### config.mk
export PLATFORM = sky130hd
export DESIGN_NAME = peripheral_display_scan
export DESIGN_NICKNAME = d
export VERILOG_FILES = /design/src/rtl/peripheral_display_scan.sv
export SDC_FILE = /design/constraint.sdc
export NUM_CORES = 1
export LEC_CHECK = 0
export BUFFER_PORTS_ARGS = -buffer_cell sky130_fd_sc_hd__clkbuf_2
export CAP_MARGIN = 15
export CORE_UTILIZATION = 58
export DETAILED_ROUTE_END_ITERATION = 16
export PLACE_DENSITY = 0.79
export SLEW_MARGIN = 20
export SYNTH_ARGS = -nofsm -noshare
export SYNTH_HDL_FRONTEND = slang
export SYNTH_SLANG_ARGS = --single-unit
### constraint.sdc
create_clock -name clk -period 2.59 [get_ports clk]
set_input_delay 0.3885 -clock clk [delete_from_list [all_inputs] [get_ports clk]]
set_output_delay 0.3885 -clock clk [all_outputs]
set_load 0.01 [all_outputs]
### src/rtl/peripheral_display_scan.sv
// Four-digit 7-segment scanner: one nibble and one active-low anode per slot,
// with display updates double-buffered to frame boundaries.
module peripheral_display_scan #(
  parameter int REFRESH_DIV = 50000,
  parameter int GUARD       = 2
) (
  input  logic        clk,
  input  logic        rst_n,
  input  logic        wr_en,
  input  logic [15:0] wr_data,
  input  logic        blank_lz,
  output logic [3:0]  digit_code,
  output logic [3:0]  an,
  output logic        upd_pending,
  output logic        frame_tick
);

  localparam int CW = $clog2(REFRESH_DIV);
  localparam logic [CW-1:0] DIV_LAST = CW'(REFRESH_DIV - 1);
  localparam logic [CW-1:0] GUARD_C  = CW'(GUARD);

  logic [CW-1:0] div_cnt_q, div_cnt_d;
  logic [1:0]    idx_q, idx_d;
  logic [15:0]   disp_q, disp_d;
  logic [15:0]   pend_q, pend_d;
  logic          pend_v_q, pend_v_d;
  logic [3:0]    digit_code_q, digit_code_d;
  logic [3:0]    an_q, an_d;
  logic          frame_tick_q, frame_tick_d;
  logic          slot_end_s;
  logic          boundary_s;
  logic [3:0]    nib_s;

  // Digit i is a leading zero when every nibble from 3 down to i is zero.
  function automatic logic lz_blank(input logic [15:0] v, input logic [1:0] i);
    logic b;
    case (i)
      2'd0:    b = 1'b0;
      2'd1:    b = (v[15:4] == 12'h000);
      2'd2:    b = (v[15:8] == 8'h00);
      2'd3:    b = (v[15:12] == 4'h0);
      default: b = 1'b0;
    endcase
    return b;
  endfunction

  always_comb begin
    slot_end_s = (div_cnt_q == DIV_LAST);
    boundary_s = slot_end_s && (idx_q == 2'd3);

    if (slot_end_s) begin
      div_cnt_d = '0;
      idx_d     = idx_q + 2'd1;
    end else begin
      div_cnt_d = div_cnt_q + CW'(1);
      idx_d     = idx_q;
    end

    disp_d   = disp_q;
    pend_d   = pend_q;
    pend_v_d = pend_v_q;
    // A write landing on the boundary bypasses the pending buffer.
    if (boundary_s) begin
      if (wr_en) begin
        disp_d   = wr_data;
        pend_v_d = 1'b0;
      end else if (pend_v_q) begin
        disp_d   = pend_q;
        pend_v_d = 1'b0;
      end else begin
        disp_d   = disp_q;
      end
    end else if (wr_en) begin
      pend_d   = wr_data;
      pend_v_d = 1'b1;
    end else begin
      pend_v_d = pend_v_q;
    end

    nib_s = disp_q[{idx_q, 2'b00} +: 4];
    if (blank_lz && lz_blank(disp_q, idx_q)) begin
      digit_code_d = 4'hF;
    end else begin
      digit_code_d = nib_s;
    end

    if (div_cnt_q < GUARD_C) begin
      an_d = 4'b1111;
    end else begin
      an_d = ~(4'b0001 << idx_q);
    end

    frame_tick_d = boundary_s;
  end

  always_ff @(posedge clk or negedge rst_n) begin
    if (!rst_n) begin
      div_cnt_q    <= '0;
      idx_q        <= 2'd0;
      disp_q       <= 16'hEEEE;
      pend_q       <= 16'h0000;
      pend_v_q     <= 1'b0;
      digit_code_q <= 4'hF;
      an_q         <= 4'b1111;
      frame_tick_q <= 1'b0;
    end else begin
      div_cnt_q    <= div_cnt_d;
      idx_q        <= idx_d;
      disp_q       <= disp_d;
      pend_q       <= pend_d;
      pend_v_q     <= pend_v_d;
      digit_code_q <= digit_code_d;
      an_q         <= an_d;
      frame_tick_q <= frame_tick_d;
    end
  end

  assign digit_code  = digit_code_q;
  assign an          = an_q;
  assign upd_pending = pend_v_q;
  assign frame_tick  = frame_tick_q;

endmodule

==> results.md <==
- Status: completed
- CP bufs+invs: 0
- Clk pin slew, worst setup/hold paths: around 60 ps
- Critical path type: flip-flop to flip-flop
- Syn nets: ~260
- Max Fclk: approximately 400 MHz
- I/O Pins: 30
- Total chip power: about 1.9 mW
- Nets@finish: 292
- HP Class: primary input to async pin
- Vias per cell: 5.71
- Sink Count: 60
- H-tree depth: 3
- Simple-gate area share of the yosys netlist: approximately 13%
- Antenna diodes: 0
- Final Hold Violating Endpoints: 0
- Drc violations: 0
- Leading cell type in the layout, fill and taps excluded: dfrtp_1
- Dpl hpwl: roughly 3500 microns
- Ys Warns: 0
- Synth Area in Adders: around 2.7%
- Worst vdd rail ir drop: about 450 uV
- RSZ-0062 raised after global routing: no
- Slew Limit Fails: 0
- Critical path endpoint category: flip-flop
- First-pass GRT wire length: between 8000 and 9000 microns
- Pwr Density: between 500 and 600 nW/um^2
- Longest Clk Path Bufs: 2
- # setup viols final: 0
- Routed vias: 1856
- Drt total wl: just over 5000 microns
- Die height: 71.7 microns
- Die Wd: between 70 and 80 microns
- Post-synthesis mux area share: approximately 17%
- Worst slew margin: 43.4%
- Post-synthesis average cell area: about 12 sq um
- Share of cells above drive strength 1: a little over a third
- Gr ovfl total: 0
- Core area: roughly 4700 sq um
- Critical Path Stages: 5
- Crit path DAT: around 2700 ps
- Largest net degree at the start of global routing: a little over 60
- Total setup buffers inserted after CTS: 0
- Routed wire per std cell: 15.7 microns
- DR pass1 iterations: 4
- Largest family of logic cells by synthesized area: multiplexers
- Post-synthesis share of cell area spent on xor and xnor gates: approximately 4.3%
- Most frequent cells in the layout: dfrtp_1 (40), o21ai_0 (34), clkbuf_2 (29)
- Setup_tns: 0 ps
- Leak pwr: approximately 1.4 nW
- CTS Root Cell: clkbuf_8
- Number of synthesized register bits: 60
- Worst slew pin tran: 846 ps
- Max capacitance violation total: 0
- Initial antenna violation count: 0
- Worst Path Required: between 2000 and 3000 ps
- TritonCTS clock tree: built
- Vias in the first global route: roughly 1.8k
- Synth Area in Compound Gates: 6.88%
- Initial Util: 60.1%
- Die area: roughly 5100 sq um
- IO buf count: 29
- Critical Path, Cell by Cell: ha_1, or4b_1, or4_4, nand2_8, mux2_2
- Area growth, synth to finish: 13.0%
- Post-synthesis cell area: 2820 sq um
- Max FO, Critical Path: 17
- Startpoint types: flip-flop
- Total GRT Usage: between 20% and 30%
- CP top delay family: simple AND/OR/NAND/NOR gates
- Routed Antenna Nets: 0
- Final period util: approximately 96%
- GPL Wtd Cong: about 0.8
- Largest stage delay, worst path: 560 ps
- Cells after Synth: 231
- Fin crit period: 2490 ps
- 1st-iter DRT viols: 114
- Worst-skew pair later-pin latency: 340 ps
- Synth unique cells: 32
- FP Rows: 25
- Register area share after synthesis: between 50% and 60%
- Skew final: roughly 8.2 ps
- CTS Buf Count: 9
- R2R depth: 5
- Critical path's slowest cell: or4_4
## cell families after synthesis
logic type,Yosys count
fa+ha+maj,6
compound gates,38
xor+xnor,14
buf+inv,14
mux,36
simple gates,63
flops,60
## layer usage
metal  GRT usage, %  part of all wire, %  up-vias
met5              0                    0        -
met4           12.0                  1.6        0
met3           4.78                  4.5        9
met2           33.3                   46       49
met1           30.2                   48      904
li1               -                    -      894
## area by class of cell
class,instances,area [sq um]
Inverter,4,15.0
Fill cell,360,1510
Timing Repair Buffer,34,183
Multi-Input combinational cell,157,1210
Clock inverter,1,5.00
Clock buffer,15,176
Sequential cell,60,1530
Tap cell,54,67.6
## timing repair
item | CTS | global route
endpoints found under the hold margin | 0 | 0
setup endpoints to repair | 0 | 1
gates resized for setup | 0 | 1
hold buffers | 0 | 0
## cell usage after synthesis, drive strengths merged
master / count / area share (%)
dfrtp: 40 / 35
o21ai: 35 / 6.2
dfstp: 20 / 19
mux2: 16 / 7.7
mux2i: 16 / 5.7
nor2: 14 / 1.9
nand2: 10 / 1.9
nor4: 9 / 2.0
xnor2: 9 / 2.8
nand3: 8 / 1.4
clkbuf: 6 / 0.84
ha: 6 / 2.7
nand4: 6 / 1.3
or2: 5 / 1.1
xor2: 5 / 1.6
and3: 4 / 0.93
buf: 4 / 1.5
inv: 4 / 0.53
mux4: 4 / 3.2
a21oi: 2 / 0.35
nor2b: 2 / 0.44
or4: 2 / 0.80
a31o: 1 / 0.31
and2: 1 / 0.22
nor3: 1 / 0.18
or4b: 1 / 0.35
## where the power goes
group / switching (mW) / internal (mW) / total (mW) / leakage (nW)
Clock: 0.341 / 0.425 / 0.766 / 0.0937
Combinational: 0.0508 / 0.0580 / 0.109 / 0.638
Sequential: 0.0134 / 0.964 / 0.978 / 0.710
## path summary, 6_finish.rpt
path | startpoint | endpoint | slack (ps)
min in group clk | wr_data[7] | pend_q[7]$_DFFE_PN0P_ | 300
setup / recovery | idx_q[1]$_DFFE_PN0N_ | pend_q[14]$_DFFE_PN0P_ | 100
hold / removal | rst_n | pend_q[4]$_DFFE_PN0P_ | 180
setup reg to reg | idx_q[1]$_DFFE_PN0N_ | pend_q[14]$_DFFE_PN0P_ | 100
hold reg to reg | div_cnt_q[0]$_DFF_PN0_ | div_cnt_q[0]$_DFF_PN0_ | 490
max in group asynchronous | rst_n | frame_tick$_DFF_PN0_ | 1930
## sequential cells by signal (all words and copies together), names as in the netlist
signal	cells
div_cnt_q	16
idx_q	2
an	4
upd_pending	1
digit_code	4
pend_q	16
disp_q	16
frame_tick	1
## per-stage QoR
step | hold WS [ps] | util [%] | instances | instance area, sq um | worst slack, ps
after floorplan | 92.9 | - | 231 | 2820 | 299
after global placement | 477 | 64.1 | 309 | 3010 | 207
after detailed placement | 482 | 64.1 | 309 | 3010 | 125
after CTS | 209 | 67.9 | 325 | 3190 | 120
after global routing | 256 | 67.9 | 325 | 3190 | 34.4
final | 183 | 67.9 | 325 | 3190 | 96.6
(Power assumes the default switching activity.)
